**src/rtl/addsub_serial.sv**
```systemverilog
// Digit-serial add/subtract, DIGIT bits per edge, result valid N=WIDTH/DIGIT edges after acceptance;
// result/flags held in DONE until out_ready. Optional saturation on signed overflow with `define SATURATE_EN.
module addsub_serial #(
  parameter int WIDTH = 8,
  parameter int DIGIT = 2
) (
  input  logic             clk,
  input  logic             rst,
  input  logic             in_valid,
  output logic             in_ready,
  input  logic [WIDTH-1:0] a,
  input  logic [WIDTH-1:0] b,
  input  logic             op,
  input  logic             cin,
  output logic             out_valid,
  input  logic             out_ready,
  output logic [WIDTH-1:0] result,
  output logic             cout,
  output logic             overflow,
  output logic             zero
);

  localparam int N  = WIDTH / DIGIT;
  localparam int KW = (N > 1) ? $clog2(N) : 1;

  typedef enum logic [1:0] {S_IDLE, S_RUN, S_DONE} state_t;

  state_t           r_state;
  state_t           w_state_nxt;
  logic [WIDTH-1:0] r_a;
  logic [WIDTH-1:0] r_b;
  logic [WIDTH-1:0] r_result;
  logic             r_carry;
  logic             r_op;
  logic [KW-1:0]    r_k;
  logic             r_cout;
  logic             r_ovf;
  logic             r_zero;

  logic             w_last;
  logic [DIGIT:0]   w_sum;
  logic [WIDTH-1:0] w_res_raw;
  logic [WIDTH-1:0] w_res_final;
  logic             w_msb_cin;
  logic             w_cout_raw;
  logic             w_ovf;

  assign w_last     = (r_k == KW'(N - 1));
  assign w_sum      = {1'b0, r_a[DIGIT-1:0]} + {1'b0, r_b[DIGIT-1:0]} + {{DIGIT{1'b0}}, r_carry};
  // New digit enters at the top; after N digits the first one has reached bit 0.
  assign w_res_raw  = WIDTH'({w_sum[DIGIT-1:0], r_result} >> DIGIT);
  assign w_cout_raw = w_sum[DIGIT];
  assign w_msb_cin  = r_a[DIGIT-1] ^ r_b[DIGIT-1] ^ w_sum[DIGIT-1];
  assign w_ovf      = w_msb_cin ^ w_cout_raw;

`ifdef SATURATE_EN
  // On overflow both effective operand signs agree, so a's MSB gives the direction.
  assign w_res_final = !w_ovf ? w_res_raw :
                       r_a[DIGIT-1] ? {1'b1, {(WIDTH-1){1'b0}}} : {1'b0, {(WIDTH-1){1'b1}}};
`else
  assign w_res_final = w_res_raw;
`endif

  always_ff @(posedge clk) begin
    if (rst) r_state <= S_IDLE;
    else     r_state <= w_state_nxt;
  end

  always_comb begin
    w_state_nxt = r_state;
    case (r_state)
      S_IDLE:  if (in_valid) w_state_nxt = S_RUN;
      S_RUN:   if (w_last) w_state_nxt = S_DONE;
      S_DONE:  if (out_ready) w_state_nxt = S_IDLE;
      default: w_state_nxt = S_IDLE;
    endcase
  end

  always_comb begin
    in_ready  = (r_state == S_IDLE) && !rst;
    out_valid = (r_state == S_DONE);
    result    = r_result;
    cout      = r_cout;
    overflow  = r_ovf;
    zero      = r_zero;
  end

  always_ff @(posedge clk) begin
    if (rst) begin
      r_a      <= '0;
      r_b      <= '0;
      r_result <= '0;
      r_carry  <= 1'b0;
      r_op     <= 1'b0;
      r_k      <= '0;
      r_cout   <= 1'b0;
      r_ovf    <= 1'b0;
      r_zero   <= 1'b0;
    end else begin
      case (r_state)
        S_IDLE: begin
          if (in_valid) begin
            r_a     <= a;
            r_b     <= op ? ~b : b;
            r_carry <= op ? ~cin : cin;
            r_op    <= op;
            r_k     <= '0;
            r_cout  <= 1'b0;
            r_ovf   <= 1'b0;
            r_zero  <= 1'b0;
          end
        end
        S_RUN: begin
          r_a     <= r_a >> DIGIT;
          r_b     <= r_b >> DIGIT;
          r_carry <= w_cout_raw;
          r_k     <= r_k + 1'b1;
          if (w_last) begin
            r_result <= w_res_final;
            r_cout   <= r_op ^ w_cout_raw;
            r_ovf    <= w_ovf;
            r_zero   <= (w_res_final == '0);
          end else begin
            r_result <= w_res_raw;
          end
        end
        default: ;
      endcase
    end
  end

endmodule

```
**config.mk**
```make
export PLATFORM = sky130hd
export DESIGN_NAME = addsub_serial
export DESIGN_NICKNAME = d
export VERILOG_FILES = /design/src/rtl/addsub_serial.sv
export SDC_FILE = /design/constraint.sdc
export NUM_CORES = 1
export LEC_CHECK = 0
export BUFFER_PORTS_ARGS = -buffer_cell sky130_fd_sc_hd__buf_2
export CAP_MARGIN = 20
export CORE_UTILIZATION = 50
export CTS_CLUSTER_SIZE = 12
export DETAILED_ROUTE_END_ITERATION = 12
export GPL_TIMING_DRIVEN = 1
export HOLD_SLACK_MARGIN = 0.1
export PLACE_DENSITY = 0.73
export SETUP_SLACK_MARGIN = 0.1
export SLEW_MARGIN = 5
export SYNTH_ARGS = -nofsm -noshare
export SYNTH_HDL_FRONTEND = slang
export SYNTH_SLANG_ARGS = --single-unit
```
**constraint.sdc**
```tcl
create_clock -name clk -period 2.3 [get_ports clk]
set_input_delay 0.46 -clock clk [delete_from_list [all_inputs] [get_ports clk]]
set_output_delay 0.46 -clock clk [all_outputs]
set_load 0.1 [all_outputs]
```
-- Word-level counts from Yosys, hierarchy flattened
Cells that the tools add are included.
- register bits: 33
- input port bits: 22
- output and inout port bits: 13
- word-level logic and storage cells: 55
- $add $sub $neg: 3
- eq/ne operators: 6
- multiplexer cells: 21
- bitwise operators: 6
- reduce and logical (&&, ||, !) cells: 9
- operators by type and width (kind ; number):
    one-hot mux 8 bit (2 select lines) ; 2
    two-way mux 8 bit ; 3
    zero test 8 bit ; 1
    two-way mux 2 bit ; 4
    NOT 8 bit ; 1
    one-hot mux 1 bit (2 select lines) ; 4
    two-way mux 1 bit ; 6
    one-hot mux 2 bit (3 select lines) ; 1
    AND reduction 3 bit ; 2
    == test 2 bit, second input constant ; 2
    inequality test 2 bit, second input constant ; 2
    one-hot mux 2 bit (2 select lines) ; 1
    AND reduction 2 bit ; 2
    bitwise XOR 1 bit ; 4
    adder 2 x 2 -> 3 bit ; 1
    adder 3 x 1 -> 3 bit ; 1
    adder 2 x 1 -> 2 bit, second input constant ; 1
    == test 2 x 1 -> 1 bit, second input constant ; 1
    zero test 2 bit ; 1
    inequality test 2 x 1 -> 1 bit, second input constant ; 1
    nonzero test 2 bit ; 1
    logical AND 1 bit ; 1
    zero test 1 bit ; 1
    NOT 1 bit ; 1

-- Logic depth before layout (Yosys ltp)
Gate-level depths: netlist of run 1.
- depth after elaboration: 6
- depth in mapped cells: 7
- gate-level depth less buffers: 7

-- Least setup slack after synthesis of run 1
Ideal clock, no wire load.
- path type: input-to-output
- from: in rst
- to: out in_ready
- arrival time: 2205 ps
- required time: 1840 ps
- slack: -365 ps
- cell stages on the path: 4
- path through: clkbuf_1 -> or2_1 -> buf_2 -> nor2_1
- longest elaborated chain between the ends: 2
- ends and longest elaborated chain (item ; RTL line ; source):
    start: declaration ; 8 ; input logic rst,
    zero test 1 bit ; 80 ; in_ready = (r_state == S_IDLE) && !rst;
    logical AND 1 bit ; 80 ;
    end: declaration ; 10 ; output logic in_ready,
No other way between the ends.

-- Worst setup path in the final report of run 1
- from: reg r_state[1]
- to: out out_valid
- longest elaborated chain between the ends: 1
- ends and longest elaborated chain (item ; RTL line ; source):
    start: declaration ; 28 ; state_t r_state;
    start signal: assignment ; 66 ; else r_state <= w_state_nxt;
    == test 2 bit ; 81 ; out_valid = (r_state == S_DONE);
    end: declaration ; 15 ; output logic out_valid,
No other way between the ends.

==> results by group, run 1 <==
Status
  • Result of the run: complete, but fails checks
  • Failing checks: DRC

Place
  • Placer Congestion: 0.778
  • Port bufs: 34
  • HPWL Detailed: 2.47 mm

Floorplan
  • Initial Util: 54.4%
  • Die ar.: 0.00333 mm^2
  • Ports: 35
  • Core area: 0.00285 mm^2
  • Chip Width: 57.7 um
  • Cell row count: 19
  • DIE HEIGHT: 57.7 um

STA
  • Slew margin rel.: 61.8%
  • Worst Max-Slew Pin Slew: 0.571 ns
  • Fin crit share: 83.6%
  • Setup violators final: 0
  • Clock skew: 0.0114 ns
  • Final Max Tran Viols: 0
  • RSZ-0062 raised after global routing: false
  • Fin crit period: 1.92 ns
  • Final setup TNS: 0 ns
  • F_max: 520 MHz
  • Fin. Hold Viols: 0

Clock tree
  • Hold_buf cts: 0
  • Post-CTS Setup Inserts: 0
  • Clock sink count: 33
  • CTS tree: done
  • Reg clk slew, reported paths: 0.11 ns
  • Worst-skew pair later-pin latency: 0.34 ns
  • H-tree depth: 2
  • CTS Buffer Depth: 2
  • Num CTS Buffers: 5
  • CTS resizes: 0
  • Root buf cell: clkbuf_4

Synth
  • Post-Syn Nets: 206
  • Syn_area_per_cell: 8.62 um^2
  • Mapped Cells: 180
  • Number of synthesized flops with an enable pin: 0
  • Yosys cell types: 33
  • Synthesized area: 0.00155 mm^2
  • Area contributors post-synth: dfxtp_1 (43%), nand2_1 (7.7%), xor2_1 (6.2%), a21oi_1 (4.5%), o32ai_1 (4.5%)
  • Synth area leader: dfxtp_1
  • Yosys reg bits: 33
  • Post-synth ARST share: 0%
  • Post-synthesis sequential area ratio: 42.6%
  • Top cell type's share of synthesized area: 42.6%
  • Syn. warnings: 0
  • Top_reg_cell synth: dfxtp_1

Final layout
  • Final net count: 235
  • # fillers: 270
  • Storage element area: 661 um^2
  • Area growth, synth to finish: 15.6%
  • Share of layout cells above drive strength 1: 23.3%
  • Multi-input gate area: 772 um^2
  • Ant. Diodes: 0

Drt
  • Antenna Nets Post-Route: 0
  • Total Wirelength: 3.41 mm
  • Vias per cell: 5.58
  • Pre-antenna DRT Iters: 8
  • Via count: 1344
  • Residual DRC: 2
  • DR WL/cell: 14.1 um
  • Initial drt markers: 76

Critical path
  • CP Buf/Inv Count: 1
  • Worst path top cell family by delay: flip-flops
  • CP Cell Sequence: nor2b_2, buf_2
  • Max FO, Critical Path: 9
  • Kind of critical path: flip-flop to primary output
  • Delay of the slowest cell on the worst path: 0.47 ns
  • Crit path capture type: primary output
  • Data required time of the worst path: 1.84 ns
  • Crit path DAT: 1.46 ns
  • Startpoint types: flip-flop
  • Critical-path top delay cell: dfxtp_1

Power
  • Pint: 875 uW
  • Clk pwr share: 29.6%
  • Power Density: 702 mW/mm^2
  • Switching portion of total power: 30.5%
  • Leakage: 0.000767 uW
  • Worst vdd ir: 465 uV
  • Pwr Total: 1260 uW
  • Combinational group share of total power: 20.5%
  • Seq pwr share: 49.9%
  • Psw: 385 uW

GRT
  • Largest net degree at the start of global routing: 34
  • Overflow after GRT: 0
  • GRT Total Usage: 22.3%
  • First-pass GRT wire length: 5.65 mm
  • Initial antenna violation count: 0
  • Vias in the first global route: 1347

Min path
  • Worst hold path type: primary input to flip-flop

Flow run
  • Max-cap violations: 0
## final timing paths
check	end	start	depth (start not counted)	slack [ns]
setup reg to reg	zero$_SDFFE_PP0P_	r_a[0]$_SDFFE_PP0P_	6	0.42
setup / recovery	out_valid	r_state[1]$_SDFFE_PP0P_	2	0.38
hold / removal	r_a[5]$_SDFFE_PP0P_	a[5]	3	0.38
hold reg to reg	result[1]$_SDFFE_PP0N_	result[1]$_SDFFE_PP0N_	2	0.47
## power by group through the flow
stage          clock [uW]  combinational (uW)  sequential, uW
3_3_place_gp            0                 250             639
2_1_floorplan           0                 164             675
4_1_cts               380                 259             628
6_report              373                 258             628
5_1_grt               403                 283             632
3_5_place_dp            0                 257             642
## Yosys cell counts, types with 2 or more instances
cell,count
nor2b_1,3
fa_1,2
a22oi_1,9
buf_6,2
nand3_1,5
buf_2,8
nand2b_1,2
ha_1,2
nand2_1,32
o32ai_1,8
dfxtp_1,33
xor2_1,11
nor2_1,12
a21oi_1,14
clkbuf_1,5
inv_1,10
a311oi_1,6
## logic make-up (layout without fill, tap and decap cells)
family / count (synthesis) / after routing / synth area share [%]
flip-flops: 33 / 33 / 42.6
AND/OR/NAND/NOR: 63 / 63 / 18.9
multiplexers: 1 / 1 / 0.645
buffers and inverters: 26 / 56 / 7.98
adder cells (fa/ha/maj): 4 / 4 / 4.19
XOR/XNOR: 12 / 12 / 6.77
AO/OA/AOI/OAI: 41 / 41 / 19.0
## flip-flops by register name, indices dropped and copies added, names as in the netlist
signal and flops:
r_b 8, cout 1, r_op 1, r_carry 1, overflow 1, result 8
r_k 2, zero 1, r_state 2, r_a 8
## cells in the final DEF (no fill, tap or decap)
master / n
nor3_1: 1
o32ai_1: 8
o21bai_1: 1
o21ba_2: 1
nand3b_1: 1
or2b_1: 1
clkinv_2: 1
nor4bb_1: 1
nand2b_1: 2
a311oi_1: 6
nor4b_1: 1
nor3b_1: 1
ha_1: 2
nor2_1: 11
nor2b_1: 2
a22oi_1: 9
a21oi_1: 14
a211oi_1: 1
a31o_1: 1
nand3_1: 5
dfxtp_1: 33
or3b_1: 1
fa_1: 2
nand2_1: 32
buf_2: 33
xor2_1: 11
inv_1: 10
xnor2_1: 1
clkbuf_4: 5
clkbuf_8: 2
or2_1: 1
buf_4: 4
nor2_2: 1
buf_12: 1
nor2b_2: 1
mux2i_1: 1
and4b_1: 1
## through the flow
step                instance area, um^2  worst slack [ns]  util, %  instances  hold slack, ns
floorplan                          1560             0.101        -        180           0.444
global placement                   1720             0.514     60.4        233           0.439
detailed placement                 1720             0.431     60.4        233           0.453
CTS                                1790             0.360     62.9        241           0.375
global route                       1790             0.287     62.9        241           0.386
finish                             1790             0.378     62.9        241           0.382
## per-layer routing
layer	vias to the layer above	share of wire, %	global-route usage (%)
met2	43	49	36.4
met4	0	1.9	12.6
met3	7	6.0	5.13
met1	621	43	27.2
li1	673	-	-
met5	-	0	0
## final cells by class
class                           instances  share of cell area (%)
Multi-Input combinational cell        121                    43.0
Clock buffer                            7                    3.63
Clock inverter                          1                   0.279
Inverter                               10                    2.09
Timing Repair Buffer                   38                    12.0
Sequential cell                        33                    36.8
Tap cell                               31                    2.16
## worst reg2reg max path: cells and delay by family, from the launching register on
family	cells	cell delay [ns]
AOI/OAI and AO/OA	1	0.19
adders and majority gates	2	0.86
buffers and inverters	2	0.13
and+or+nand+nor	1	0.33
DFF	1	0.34
Power figures use the tool's default switching activity.
==> run 2, diff against run 1 <==
--- a/config.mk
+++ b/config.mk
@@ -7,12 +7,12 @@
 export LEC_CHECK = 0
 export BUFFER_PORTS_ARGS = -buffer_cell sky130_fd_sc_hd__buf_2
 export CAP_MARGIN = 20
-export CORE_UTILIZATION = 50
+export CORE_UTILIZATION = 47
 export CTS_CLUSTER_SIZE = 12
 export DETAILED_ROUTE_END_ITERATION = 12
 export GPL_TIMING_DRIVEN = 1
 export HOLD_SLACK_MARGIN = 0.1
-export PLACE_DENSITY = 0.73
+export PLACE_DENSITY = 0.72
 export SETUP_SLACK_MARGIN = 0.1
 export SLEW_MARGIN = 5
 export SYNTH_ARGS = -nofsm -noshare
==> constraint.sdc (replaced) <==
create_clock -name clk -period 1.7 [get_ports clk]
set_input_delay 0.34 -clock clk [delete_from_list [all_inputs] [get_ports clk]]
set_output_delay 0.34 -clock clk [all_outputs]
set_load 0.1 [all_outputs]
==> results by group, run 2 (synthesis gave the netlist of run 1 again) <==
Floorplan
  • Cell row count: 20
  • Core area: 0.00310 mm^2
  • Ports: 35
  • Chip Width: 59.5 um
  • Die ar.: 0.00353 mm^2
  • DIE HEIGHT: 59.5 um
  • Initial Util: 50.0%

Drt
  • DR WL/cell: 13.3 um
  • Antenna Nets Post-Route: 0
  • Residual DRC: 0
  • Via count: 1413
  • Vias per cell: 5.35
  • Total Wirelength: 3.52 mm
  • Pre-antenna DRT Iters: 5
  • Initial drt markers: 98

Clock tree
  • CTS Buffer Depth: 2
  • Hold_buf cts: 0
  • CTS tree: done
  • Reg clk slew, reported paths: 0.09 ns
  • Worst-skew pair later-pin latency: 0.34 ns
  • Num CTS Buffers: 5
  • H-tree depth: 2
  • Root buf cell: clkbuf_4
  • Clock sink count: 33

Final layout
  • Fin cells: 264
  • Commonest cells after routing, fill and taps aside: nand2_1 (32), buf_2 (32), dfxtp_1 (29)
  • Share of layout cells above drive strength 1: 30.5%
  • Final net count: 245
  • Finished Core Util: 61.3%
  • Ant. Diodes: 0
  • Area growth, synth to finish: 22.6%
  • # fillers: 307

Critical path
  • Startpoint types: flip-flop
  • Data required time of the worst path: 1.99 ns
  • Crit path DAT: 2.03 ns
  • Crit path capture type: flip-flop
  • Reg2Reg Setup Slack: -0.04 ns
  • Max FO, Critical Path: 3
  • R2R cell count: 6
  • Reg2reg start: r_carry$_SDFFE_PP0P_
  • Worst setup path startpoint: r_carry$_SDFFE_PP0P_
  • Kind of critical path: flip-flop to flip-flop

Power
  • Worst vdd ir: 681 uV
  • Leakage: 0.000803 uW
  • Power Density: 863 mW/mm^2

STA
  • Final Max Tran Viols: 0
  • Clock skew: 0.00351 ns
  • Fin. Hold Viols: 0
  • Fin crit share: 102%
  • F_max: 575 MHz
  • RSZ-0062 raised after global routing: true
  • Slew margin rel.: 61.7%
  • Setup violators final: 2
  • Fin worst setup slack: -0.0390 ns
  • Worst Max-Slew Pin Slew: 0.575 ns
  • Fin crit period: 1.74 ns
  • Final setup TNS: -0.0450 ns
  • Hold slack final: 0.250 ns

Place
  • HPWL Detailed: 2.53 mm
  • Worst slack, placed: -0.0602 ns
  • Placer Congestion: 0.810
  • Port bufs: 34
  • Placed Cells: 252

GRT
  • Overflow after GRT: 0
  • Initial antenna violation count: 0
  • Largest net degree at the start of global routing: 34
  • Vias in the first global route: 1271
  • GRT Total Usage: 21.1%
  • First-pass GRT wire length: 5.48 mm

Flow run
  • Max-cap violations: 0

Status
  • Failing checks: setup timing
  • Result of the run: complete, but fails checks

Min path
  • Hold_sp: a[6]
  • Worst hold path type: primary input to flip-flop
  • Hold Crit Depth: 3
run 2: power breakdown:
| group | internal (uW) | switching [uW] | total [uW] |
|---|---|---|---|
| registers | 819 | 36.9 | 856 |
| logic | 146 | 225 | 371 |
| clock network | 165 | 250 | 414 |
run 2: repair_timing:
action,4_1_cts,5_1_grt
endpoints found under the setup margin,5,4
gates resized for setup,6,2
buffers inserted,3,1
pin swaps,6,3
endpoints found under the hold margin,0,0
run 2: layer usage:
layer	vias up	wire, um	track usage [%]	share of wire (%)
li1	698	-	-	-
met1	672	1550	26.3	44
met2	31	1710	33.9	49
met3	12	136	5.90	3.9
met4	0	115	9.52	3.3
met5	-	0	0	0
run 2: critical path, stage by stage, from the launching register on:
cell      delay [ns]
dfxtp_2         0.33
inv_2           0.04
fa_2            0.38
inv_2           0.06
fa_2            0.45
nor4bb_1        0.27
a31o_1          0.17
run 2: cell type report:
type / instances / area, um^2 / area share [%]
Sequential cell: 33 / 671 / 35.3
Inverter: 10 / 37.5 / 1.97
Tap cell: 44 / 55.1 / 2.89
Clock buffer: 8 / 48.8 / 2.57
Timing Repair Buffer: 48 / 305 / 16.1
Multi-Input combinational cell: 121 / 785 / 41.3
run 2: worst paths after layout:
check | end
setup / recovery | zero$_SDFFE_PP0P_
hold / removal | r_a[6]$_SDFFE_PP0P_
setup reg to reg | zero$_SDFFE_PP0P_
hold reg to reg | result[0]$_SDFFE_PP0N_
run 2: metrics by stage:
step / cell area, um^2 / power (uW)
after global routing: 1900 / 1710
after floorplan: 1560 / 1140
after CTS: 1890 / 1640
after global placement: 1810 / 1220
after detailed placement: 1810 / 1240
final: 1900 / 1640
==> run 3, diff against run 2 <==
--- a/config.mk
+++ b/config.mk
@@ -18,3 +18,4 @@
 export SYNTH_ARGS = -nofsm -noshare
 export SYNTH_HDL_FRONTEND = slang
 export SYNTH_SLANG_ARGS = --single-unit
+export TNS_END_PERCENT = 20
==> results by group, run 3 (synthesis gave the netlist of run 1 again) <==
Final layout
  • Post-route cell area: 0.00185 mm^2
  • Area growth, synth to finish: 19.5%
  • Ant. Diodes: 0
  • # fillers: 302
  • Final net count: 240
  • Share of layout cells above drive strength 1: 28.8%
  • Commonest cells after routing, fill and taps aside: nand2_1 (32), buf_2 (32), dfxtp_1 (29)

Place
  • Dpl cell area: 0.00179 mm^2
  • Port bufs: 34
  • Placer Congestion: 0.768
  • HPWL Detailed: 2.49 mm
  • Worst slack, placed: -0.147 ns

STA
  • Final Max Tran Viols: 0
  • Fin. Hold Viols: 0
  • Clock skew: 0.0101 ns
  • Fin worst setup slack: -0.0696 ns
  • Slew margin rel.: 59.5%
  • Fin crit period: 1.77 ns
  • F_max: 565 MHz
  • Hold slack final: 0.251 ns
  • Worst Max-Slew Pin Slew: 0.607 ns
  • Setup violators final: 1
  • RSZ-0062 raised after global routing: true
  • Fin crit share: 104%

Clock tree
  • Clock sink count: 33
  • CTS Buffer Depth: 2
  • CTS tree: done
  • Num CTS Buffers: 5
  • Root buf cell: clkbuf_4
  • H-tree depth: 2
  • Reg clk slew, reported paths: 0.10 ns
  • Worst-skew pair later-pin latency: 0.34 ns

Drt
  • Total Wirelength: 3.47 mm
  • DR WL/cell: 13.4 um
  • Antenna Nets Post-Route: 0
  • Pre-antenna DRT Iters: 4
  • Via count: 1370
  • Vias per cell: 5.29
  • Initial drt markers: 122
  • Residual DRC: 0

GRT
  • Initial antenna violation count: 0
  • GRT Total Usage: 21.9%
  • First-pass GRT wire length: 5.64 mm
  • Overflow after GRT: 0
  • Vias in the first global route: 1267
  • Largest net degree at the start of global routing: 34

Power
  • Worst vdd ir: 505 uV
  • Switching portion of total power: 32.2%
  • Power Density: 888 mW/mm^2
  • Seq pwr share: 52.0%
  • Combinational group share of total power: 22.1%
  • Clk pwr share: 25.9%
  • Leakage: 0.000781 uW
  • Psw: 530 uW
  • Pint: 1120 uW

Floorplan
  • Core area: 0.00310 mm^2
  • DIE HEIGHT: 59.5 um
  • Cell row count: 20
  • Chip Width: 59.5 um
  • Die ar.: 0.00353 mm^2
  • Ports: 35
  • Initial Util: 50.0%

Status
  • Result of the run: complete, but fails checks
  • Failing checks: setup timing

Critical path
  • Data required time of the worst path: 1.99 ns
  • Reg2Reg Setup Slack: -0.07 ns
  • Crit path DAT: 2.06 ns
  • Crit path capture type: flip-flop
  • Startpoint types: flip-flop
  • Kind of critical path: flip-flop to flip-flop
  • Max FO, Critical Path: 3

Min path
  • Worst hold path type: primary input to flip-flop

Flow run
  • Max-cap violations: 0
run 3: cell type report:
cell class | instances | area (um^2) | share of cell area [%]
well taps | 44 | 55.1 | 2.97
clock buffers | 6 | 41.3 | 2.23
multi-input cells | 121 | 777 | 41.9
repair buffers | 43 | 268 | 14.4
clock inverters | 2 | 10.0 | 0.540
inverters | 10 | 37.5 | 2.02
flip-flops and latches | 33 | 666 | 35.9
run 3: path summary, 6_finish.rpt:
path | start | end | depth (start not counted)
min | out_ready | r_state[1]$_SDFFE_PP0P_ | 3
max | r_carry$_SDFFE_PP0P_ | zero$_SDFFE_PP0P_ | 6
min reg2reg | result[1]$_SDFFE_PP0N_ | result[1]$_SDFFE_PP0N_ | 2
max reg2reg | r_carry$_SDFFE_PP0P_ | zero$_SDFFE_PP0P_ | 6
run 3: worst max-delay path, stage by stage, from the launching register on:
cell and delay (ns):
dfxtp_2 0.33, inv_2 0.04, fa_2 0.37, inv_2 0.06, fa_2 0.46, nor4bb_1 0.28, a31o_1 0.17
run 3: repair_timing:
action                     CTS  global route
pin swaps                    4             3
hold buffers                 0             0
resized for setup            7             2
setup endpoints to repair    5            15
buffers inserted             1             0
hold endpoints to repair     0             0
run 3: per-layer routing:
metal	vias to the layer above	track usage, %	wire, um
li1	683	-	-
met1	643	27.3	1540
met2	37	34.8	1730
met3	7	5.90	148
met4	0	10.2	51
met5	-	0	0
run 3: metrics by stage:
stage	util (%)	cells	setup TNS [ns]	power [uW]
6_report	59.8	259	-0.0696	1650
5_1_grt	59.8	259	-0.251	1730
4_1_cts	59.6	259	-0.102	1650
3_5_place_dp	57.5	250	-0.243	1230
3_3_place_gp	57.5	250	-0.102	1210
2_1_floorplan	-	180	-0.298	1140
run 3: power groups by stage:
stage               registers (uW)  clock network, uW  logic, uW
global route                   863                469        398
floorplan                      913                  0        223
CTS                            856                433        362
detailed placement             872                  0        357
global placement               868                  0        346
finish                         857                427        364
